File: config.mk
export PLATFORM = sky130hd
export DESIGN_NAME = trig_sched_flat
export DESIGN_NICKNAME = d
export VERILOG_FILES = /design/src/rtl/trig_pkg.sv /design/src/rtl/trig_sched_if.sv /design/src/rtl/trig_satcnt.sv /design/src/rtl/trig_sched.sv /design/src/flat_wrapper.sv
export SDC_FILE = /design/constraint.sdc
export NUM_CORES = 1
export LEC_CHECK = 0
export CAP_MARGIN = 20
export CORE_ASPECT_RATIO = 0.8
export CORE_MARGIN = 2
export CORE_UTILIZATION = 30
export CTS_CLUSTER_SIZE = 24
export DETAILED_ROUTE_END_ITERATION = 8
export PLACE_DENSITY_LB_ADDON = 0.1
export SYNTH_ARGS = -nofsm -noshare
export SYNTH_HDL_FRONTEND = slang
export SYNTH_SLANG_ARGS = --single-unit
export TNS_END_PERCENT = 30
File: constraint.sdc
create_clock -name ADCCLK -period 6.2 [get_ports ADCCLK]
set_clock_uncertainty 0.2 [all_clocks]
set_input_delay 1.24 -clock ADCCLK [delete_from_list [all_inputs] [get_ports ADCCLK]]
set_output_delay 1.24 -clock ADCCLK [all_outputs]
set_load 0.05 [all_outputs]
File: src/rtl/trig_pkg.sv
// trig_pkg: shared scheduler state encoding, default sizes and popcount helper.
// No ports; imported by trig_sched_if and trig_sched.
package trig_pkg;

    localparam int NPAIR_DEF = 8;
    localparam int CBITS_DEF = 16;
    localparam int PC_MAX    = 32;

    typedef enum logic [1:0] {
        IDLE  = 2'd0,
        COINC = 2'd1,
        FIRE  = 2'd2,
        DEAD  = 2'd3
    } state_t;

    function automatic logic [5:0] popcount(input logic [PC_MAX-1:0] v);
        logic [5:0] c;
        c = '0;
        for (int i = 0; i < PC_MAX; i++) begin
            c = c + {5'd0, v[i]};
        end
        return c;
    endfunction

endpackage

File: src/rtl/trig_sched_if.sv
// trig_sched_if: pair pulses, run configuration and trigger outputs of the scheduler.
// Modports: master drives pulses/config and reads results; slave is the scheduler side.
interface trig_sched_if
    import trig_pkg::*;
#(
    parameter int NPAIR = NPAIR_DEF,
    parameter int CBITS = CBITS_DEF
);
    logic [NPAIR-1:0] pair_trig;
    logic [NPAIR-1:0] mask;
    logic             enable;
    logic             busy;
    logic [3:0]       win;
    logic [3:0]       mult;
    logic [7:0]       prescale;
    logic [11:0]      deadtime;
    logic             trig;
    logic [NPAIR-1:0] trig_src;
    logic [CBITS-1:0] trig_cnt;
    logic [CBITS-1:0] lost_cnt;
    logic             inhibit;

    modport master (
        output pair_trig, mask, enable, busy, win, mult, prescale, deadtime,
        input  trig, trig_src, trig_cnt, lost_cnt, inhibit
    );

    modport slave (
        input  pair_trig, mask, enable, busy, win, mult, prescale, deadtime,
        output trig, trig_src, trig_cnt, lost_cnt, inhibit
    );

endinterface

File: src/rtl/trig_satcnt.sv
// trig_satcnt: W-bit counter that increments on inc and holds at all-ones.
// Ports: clk, rst_n (async, active-low), inc, count.
module trig_satcnt #(
    parameter int W = 16
) (
    input  logic         clk,
    input  logic         rst_n,
    input  logic         inc,
    output logic [W-1:0] count
);

    always_ff @(posedge clk or negedge rst_n) begin
        if (!rst_n) begin
            count <= '0;
        end else if (inc && count != '1) begin
            count <= count + W'(1);
        end
    end

endmodule

File: src/rtl/trig_sched.sv
// trig_sched: window coincidence of pair triggers, prescale, dead time and inhibit.
// Ports: ADCCLK, RST_N (async, active-low), bus (trig_sched_if.slave).
module trig_sched
    import trig_pkg::*;
#(
    parameter int NPAIR = NPAIR_DEF,
    parameter int CBITS = CBITS_DEF
) (
    input logic         ADCCLK,
    input logic         RST_N,
    trig_sched_if.slave bus
);

    state_t           state;
    state_t           state_nx;
    logic [NPAIR-1:0] m;
    logic [NPAIR-1:0] pat_all;
    logic [NPAIR-1:0] pattern;
    logic [NPAIR-1:0] pattern_nx;
    logic [3:0]       wcnt;
    logic [3:0]       wcnt_nx;
    logic [7:0]       pscnt;
    logic [7:0]       pscnt_nx;
    logic [11:0]      dcnt;
    logic [11:0]      dcnt_nx;
    logic [3:0]       thr;
    logic [5:0]       pc;
    logic             pass;
    logic             lost_inc;
    logic             trig_r;
    logic [NPAIR-1:0] src_r;
    logic [CBITS-1:0] cnt_r;
    logic [CBITS-1:0] lost;
    logic             inh_r;

    assign m       = bus.pair_trig & bus.mask;
    // the evaluation cycle's own pulses still count toward the pattern
    assign pat_all = pattern | m;
    assign thr     = (bus.mult == 4'd0) ? 4'd1 : bus.mult;
    assign pc      = popcount(PC_MAX'(pat_all));
    assign pass    = pc >= {2'b00, thr};

    always_comb begin
        state_nx   = state;
        pattern_nx = pattern;
        wcnt_nx    = wcnt;
        pscnt_nx   = pscnt;
        dcnt_nx    = dcnt;
        unique case (state)
            IDLE: begin
                if (!bus.enable) begin
                    pscnt_nx = '0;
                end else if (!bus.busy && m != '0) begin
                    state_nx   = COINC;
                    pattern_nx = m;
                    wcnt_nx    = bus.win;
                end
            end
            COINC: begin
                if (!bus.enable) begin
                    state_nx = IDLE;
                    pscnt_nx = '0;
                end else begin
                    pattern_nx = pat_all;
                    if (wcnt != 4'd0) begin
                        wcnt_nx = wcnt - 4'd1;
                    end else if (!pass) begin
                        state_nx = IDLE;
                    end else if (pscnt == bus.prescale) begin
                        state_nx = FIRE;
                        pscnt_nx = '0;
                    end else begin
                        state_nx = IDLE;
                        pscnt_nx = pscnt + 8'd1;
                    end
                end
            end
            FIRE: begin
                state_nx = DEAD;
                dcnt_nx  = bus.deadtime;
            end
            DEAD: begin
                if (dcnt != 12'd0) begin
                    dcnt_nx = dcnt - 12'd1;
                end else if (!bus.busy) begin
                    state_nx = IDLE;
                end
            end
            default: state_nx = IDLE;
        endcase
    end

    always_ff @(posedge ADCCLK or negedge RST_N) begin
        if (!RST_N) begin
            state   <= IDLE;
            pattern <= '0;
            wcnt    <= '0;
            pscnt   <= '0;
            dcnt    <= '0;
            trig_r  <= 1'b0;
            src_r   <= '0;
            cnt_r   <= '0;
            inh_r   <= 1'b1;
        end else begin
            state   <= state_nx;
            pattern <= pattern_nx;
            wcnt    <= wcnt_nx;
            pscnt   <= pscnt_nx;
            dcnt    <= dcnt_nx;
            trig_r  <= state_nx == FIRE;
            if (state_nx == FIRE) begin
                src_r <= pat_all;
                cnt_r <= cnt_r + CBITS'(1);
            end
            // COINC is deliberately absent so other pairs keep firing
            inh_r <= state_nx == FIRE || state_nx == DEAD ||
                     !bus.enable || bus.busy;
        end
    end

    assign lost_inc = m != '0 &&
                      (state == FIRE || state == DEAD ||
                       (state == IDLE && bus.busy));

    trig_satcnt #(.W(CBITS)) u_lost (
        .clk   (ADCCLK),
        .rst_n (RST_N),
        .inc   (lost_inc),
        .count (lost)
    );

    assign bus.trig     = trig_r;
    assign bus.trig_src = src_r;
    assign bus.trig_cnt = cnt_r;
    assign bus.lost_cnt = lost;
    assign bus.inhibit  = inh_r;

endmodule
File: src/flat_wrapper.sv
// flat-port wrapper written by rule: the top's interface ports become plain ports
module trig_sched_flat import trig_pkg::*;
#(
    parameter int NPAIR = NPAIR_DEF,
    parameter int CBITS = CBITS_DEF
)
  (ADCCLK, RST_N, bus_pair_trig, bus_mask, bus_enable, bus_busy, bus_win, bus_mult, bus_prescale, bus_deadtime, bus_trig, bus_trig_src, bus_trig_cnt, bus_lost_cnt, bus_inhibit);
  trig_sched_if #(.NPAIR(NPAIR), .CBITS(CBITS)) bus_i ();
  input logic ADCCLK;
  input logic RST_N;
  input wire logic [$bits(bus_i.pair_trig)-1:0] bus_pair_trig;
  input wire logic [$bits(bus_i.mask)-1:0] bus_mask;
  input wire logic [$bits(bus_i.enable)-1:0] bus_enable;
  input wire logic [$bits(bus_i.busy)-1:0] bus_busy;
  input wire logic [$bits(bus_i.win)-1:0] bus_win;
  input wire logic [$bits(bus_i.mult)-1:0] bus_mult;
  input wire logic [$bits(bus_i.prescale)-1:0] bus_prescale;
  input wire logic [$bits(bus_i.deadtime)-1:0] bus_deadtime;
  output wire logic [$bits(bus_i.trig)-1:0] bus_trig;
  output wire logic [$bits(bus_i.trig_src)-1:0] bus_trig_src;
  output wire logic [$bits(bus_i.trig_cnt)-1:0] bus_trig_cnt;
  output wire logic [$bits(bus_i.lost_cnt)-1:0] bus_lost_cnt;
  output wire logic [$bits(bus_i.inhibit)-1:0] bus_inhibit;
  assign bus_i.pair_trig = bus_pair_trig;
  assign bus_i.mask = bus_mask;
  assign bus_i.enable = bus_enable;
  assign bus_i.busy = bus_busy;
  assign bus_i.win = bus_win;
  assign bus_i.mult = bus_mult;
  assign bus_i.prescale = bus_prescale;
  assign bus_i.deadtime = bus_deadtime;
  assign bus_trig = bus_i.trig;
  assign bus_trig_src = bus_i.trig_src;
  assign bus_trig_cnt = bus_i.trig_cnt;
  assign bus_lost_cnt = bus_i.lost_cnt;
  assign bus_inhibit = bus_i.inhibit;
  trig_sched #(.NPAIR(NPAIR), .CBITS(CBITS)) u_core (.ADCCLK(ADCCLK), .RST_N(RST_N), .bus(bus_i));
endmodule
; ---- Word level (Yosys, flattened, before mapping)
; Cells that the tools add are included.
; Widths: inputs -> output; s select.
[totals]
word_cells = 89
ff_bits = 76
output_inout_bits = 42
inputBits = 48
[op_classes]
add_sub_neg = 12
order_cmp = 1
bitwise_logic = 2
n_mux = 27
reduce_logical = 22
eq_ne = 15
[ops]
columns = operator, n
row1 = $mux 8, 8
row2 = $add 6x1->6, 6
row3 = $add 16x1->16 const B, 2
row4 = $pmux 8 s2, 2
row5 = $pmux 12 s2, 1
row6 = $mux 4, 5
row7 = $mux 2, 8
row8 = $ne 16x16->1 const B, 1
row9 = $mux 12, 1
row10 = $reduce_bool 12->1, 1
row11 = $sub 12x1->12 const B, 1
row12 = $add 8x1->8 const B, 1
row13 = $and 8x8->8, 1
row14 = $eq 2x2->1 const B, 4
row15 = $eq 8x8->1, 1
row16 = $or 8x8->8, 1
row17 = $pmux 2 s4, 1
row18 = $pmux 4 s2, 1
row19 = $reduce_and 4->1, 2
row20 = $reduce_bool 8->1, 1
row21 = $ge 6x4->1, 1
row22 = $ne 2x1->1 const B, 3
row23 = $ne 2x2->1 const B, 3
row24 = $logic_or 1x1->1, 5
row25 = other kinds (13), 18

; ---- Logic depth before layout (Yosys ltp)
[logic_depth]
ltp_word = 18
depth_mapped = 18
ltp_nobuf = 17

; ---- Hierarchy
; Synthesis repeated with hierarchy kept, for this count alone.
[hier_totals]
cells_unflattened = 435
hier_area_um2 = 4360.4
[by_module_without_submodules]
columns = module, n_inst, area_per_inst_um2, cells_each, seq_area_each_um2
row1 = trig_sched, 1, 3500.9, 363, 1502.7
row2 = trig_satcnt, 1, 859.6, 72, 400.4

; ---- Least setup slack after synthesis
; Ideal clock, no wire load.
[synth_timing]
path_type = in2reg
from = input port bus_pair_trig[1]
to = register u_core.cnt_r[1] (netlist: u_core.bus.trig_cnt[1])
t_arrival_ps = 4877
t_required_ps = 5875
path_slack_ps = 998
path_stages = 16
cell_sequence = nand2_1 nand2b_1 ha_1 inv_1 fa_1 fa_1 inv_1 fa_1 inv_1 fa_1 inv_1 ha_1 a2111oi_0 and4bb_2 buf_2 mux2_2
[synth_via]
elab_chain_len = 15
[synth_lines]
columns = item, line
row1 = "start, declared", flat_wrapper.sv:11  ; input wire logic [$bits(bus_i.pair_trig)-1:0] bus_pair_trig;
row2 = $and 8x8->8, trig_sched.sv:36  ; assign m = bus.pair_trig & bus.mask;
row3 = $or 8x8->8, trig_sched.sv:38  ; assign pat_all = pattern | m;
row4 = net u_core.pat_all[1], trig_sched.sv:17  ; logic [NPAIR-1:0] pat_all;
row5 = $add 1x1->2, trig_pkg.sv:20  ; c = c + {5'd0, v[i]};
row6 = $add 6x1->6 (6 in series), trig_pkg.sv:20
row7 = $ge 6x4->1, trig_sched.sv:41  ; assign pass = pc >= {2'b00, thr};
row8 = $mux 2, trig_sched.sv:67  ; end else if (!pass) begin
row9 = $mux 2, trig_sched.sv:65  ; if (wcnt != 4'd0) begin
row10 = $mux 2, trig_sched.sv:60  ; if (!bus.enable) begin
row11 = $pmux 2 s4, trig_sched.sv:49  ; unique case (state)
row12 = $eq 2x2->1, trig_sched.sv:111  ; if (state_nx == FIRE) begin
row13 = "end signal, assigned", trig_sched.sv:113  ; cnt_r <= cnt_r + CBITS'(1);
row14 = "end, declared", trig_sched.sv:32  ; logic [CBITS-1:0] cnt_r;
; The timed path passes the listed nets, and every way through them passes these cells.
; A chain may end at the register's enable or synchronous reset.

; ---- Final worst setup path
[layout_timing]
from = input port bus_pair_trig[0]
to = register u_core.cnt_r[1] (netlist: u_core.bus.trig_cnt[1])
; The elaborated chain is that of the path after synthesis.

==> out/metrics.yaml <==
cp-start-kind: "input pin"
power_frac_comb_pct: 27.5
cts_hold_buf: 0
overflow: 0
max_slew_margin_pct: 55.7
firstDrtPassIters: 4
postCtsSetupBuffers: 0
antenna_left: 0
critical-path-slowest-cell: "and4bb_2"
synth.distinct_cells: 58
ys_ff_latch: 76
ys_warn_count: 0
numPortBuffers: 89
synth-seq-area-share_pct: 45.7
leakage_uw: 0.00244
cap_violations: 0
critPathCaptureType: "flop"
setup_viol: 0
drv_slew: 0
synth_common_cells: "dfrtp_1 (75), nand2_1 (38), xnor2_1 (27), nor2_1 (26), nand3_1 (25)"
hp-class: "reg -> reg"
nNetsFinal: 572
cts_root_buf: "clkbuf_16"
globalplace.congestion: 0.787
clockBufferDepth: 2
final_hold_viol_count: 0
rsz0062_at_grt: "false"
syn2layout_area_growth_pct: 33.9
whs_endpoint: "u_core.pattern[0]"
r2r_cells: 14
path_clk_slew_ns: 0.06
grt_max_degree: 77
seqPwrFrac_pct: 36.7
synthArstFlopShare_pct: 100
drc: 0
max_clock_freq_ghz: 0.177
yosysTopAreaCell: "dfrtp_1"
synth.most_common_cell: "dfrtp_1"
intPower_uw: 1120
row_count: 38
antenna_found_initial: 0
n_antenna_cell: 0
initial_core_util_pct: 30.7
ys.flop_type: "dfrtp_1"
r2r_start: "u_core.pattern[1]"
netlist_instances: 418
setup_tns_ns: 0
design_area_um2: 5580
swShare_pct: 32.2
yosysTopAreaCellShare_pct: 45.0
dp_hpwl_um: 7580
clkPwrFrac_pct: 35.8
crit_fanout: 30
r2r_end: "u_core.bus.trig_cnt[1]"
post_dp_cell_area_um2: 5220
dieArea_um2: 14900
wl_per_cell_um: 15.0
worstHoldStart: "u_core.pattern[0]"
synth_area_leaders: "dfrtp_1 (45%), xnor2_1 (5.7%), ha_1 (3.6%)"
p_switching_uw: 531
core_um2: 13600
timing.final.crit_share_pct: 90.9
grt.total_usage_pct: 14.8
crit_type: "in -> reg"
drtIter0Drc: 114
period_minus_slack_ns: 5.64
crit_chain: "clkdlybuf4s50_1, nand2_1, nand2b_1, ha_1, inv_1, fa_1, fa_1, inv_1, fa_1, inv_1, fa_1, inv_1, ha_1, a2111oi_0, and4bb_2, mux2_2"
worstPathRequired_ns: 6.22
clkLatencyLatePin_ns: 0.33
vias_per_cell: 4.89
tightestPinTransition_ns: 0.665
reg2reg_slack_ns: 1.55
cts_resized: 0
cts_max_level: 3
worst_slack_ns: 0.563
clock_sinks: 76
status: "finished, final reports clean"
drive_gt1_share_pct: 7.99
die_y_um: 109
synth_edf_count: 0
ios: 90
syn_area_um2: 4170
pre_cts_slack_ns: 0.169
grt_pass1_vias: 3370
synth.avg_cell_area_um2: 9.97
p_per_area_nw_per_um2: 295
die_x_um: 136
syn-num-nets: 482
critical_path_arrival_ns: 5.65
cts_tree: "built"
grt_pass1_wl_um: 17200
cts_made_buffers: 9
critical-path-max-stage-delay_ns: 0.50
hold_path_depth: 2
num_vias: 3387
vdd_drop_max_uv: 234
routed_wl_um: 10400
## through the flow
stage | total power [uW] | std cells | util (%) | hold slack, ns
global placement | 1060 | 676 | 38.5 | 0.252
floorplan | 915 | 418 | - | 0.239
global route | 1750 | 693 | 41.2 | 0.298
finish | 1650 | 693 | 41.2 | 0.273
CTS | 1670 | 692 | 41.0 | 0.277
detailed placement | 1070 | 676 | 38.5 | 0.264
## logic make-up (layout without fill, tap and decap cells)
family          count (synthesis)  in the layout  synth area share (%)
buf+inv                        37            132                  3.87
fa+ha+maj                      16             16                  5.53
simple gates                  154            154                  19.7
compound gates                 84             84                  14.0
flops                          76             76                  45.7
xor+xnor                       39             39                  8.20
mux                            12             12                  3.09
## state kept, by name (all words and copies together) (netlist names)
signal and count:
u_core.wcnt 4, u_core.state 2, u_core.dcnt 12, u_core.pscnt 8, u_core.u_lost.count 16, u_core.pattern 8
u_core.bus.trig_cnt 16, u_core.bus.trig_src 8, u_core.bus.inhibit 1, u_core.bus.trig 1
## final cells by class
type                    count  area, um^2
clock buffers              10         239
clock inverters             6        93.8
fillers                  1370        7970
inverters                  25        93.8
multi-input cells         305        2100
flip-flops and latches     76        1900
well taps                 180         225
repair buffers             91         923
## power by group through the flow
stage	logic, uW	clock network, uW	registers, uW
after floorplan	256	0	659
after global placement	451	0	610
after detailed placement	459	0	610
after CTS	460	609	603
after global routing	511	625	612
final	453	590	604
## critical path: cells and delay by family
kind	cells	cell delay (ns)
AO/OA/AOI/OAI	1	0.47
adder cells (fa/ha/maj)	6	2.14
buffers and inverters	5	0.75
AND/OR/NAND/NOR	3	0.69
multiplexers	1	0.35
## worst max-delay path by stage
stage / startpoint / endpoint / slack (ns) / depth (start not counted)
6_report: bus_pair_trig[0] / u_core.bus.trig_cnt[1] / 0.56 / 16
5_1_grt: bus_pair_trig[0] / u_core.bus.trig_cnt[8] / 0.35 / 18
4_1_cts: bus_pair_trig[0] / u_core.bus.trig_cnt[1] / 0.53 / 16
3_5_place_dp: bus_pair_trig[1] / u_core.bus.trig_cnt[1] / 0.17 / 16
3_3_place_gp: bus_pair_trig[1] / u_core.bus.trig_src[0] / 0.25 / 16
2_1_floorplan: bus_pair_trig[1] / u_core.bus.trig_cnt[1] / 1.0 / 16
## layer usage
metal  wire length (um)  GRT usage, %  vias to the layer above
met5                  0             0                        -
met2               4760          23.4                       63
met1               5160          20.2                     1627
li1                   -             -                     1688
met3                402          4.01                        9
met4                100          3.87                        0
## placed cells by master, fill, tap and decap left out, types with 6 or more instances in the layout
| master | n |
|---|---|
| clkdlybuf4s50_1 | 88 |
| dfrtp_1 | 75 |
| nand2_1 | 38 |
| xnor2_1 | 27 |
| nor2_1 | 26 |
| nand3_1 | 25 |
| inv_1 | 24 |
| a21oi_1 | 23 |
| and3_1 | 13 |
| o21ai_0 | 13 |
| xor2_1 | 12 |
| ha_1 | 12 |
| nand4_1 | 11 |
| o31ai_1 | 9 |
| clkbuf_16 | 9 |
| o22ai_1 | 7 |
| mux2_2 | 7 |
| nand2b_1 | 6 |
| a22o_1 | 6 |
(Power assumes the default switching activity.)
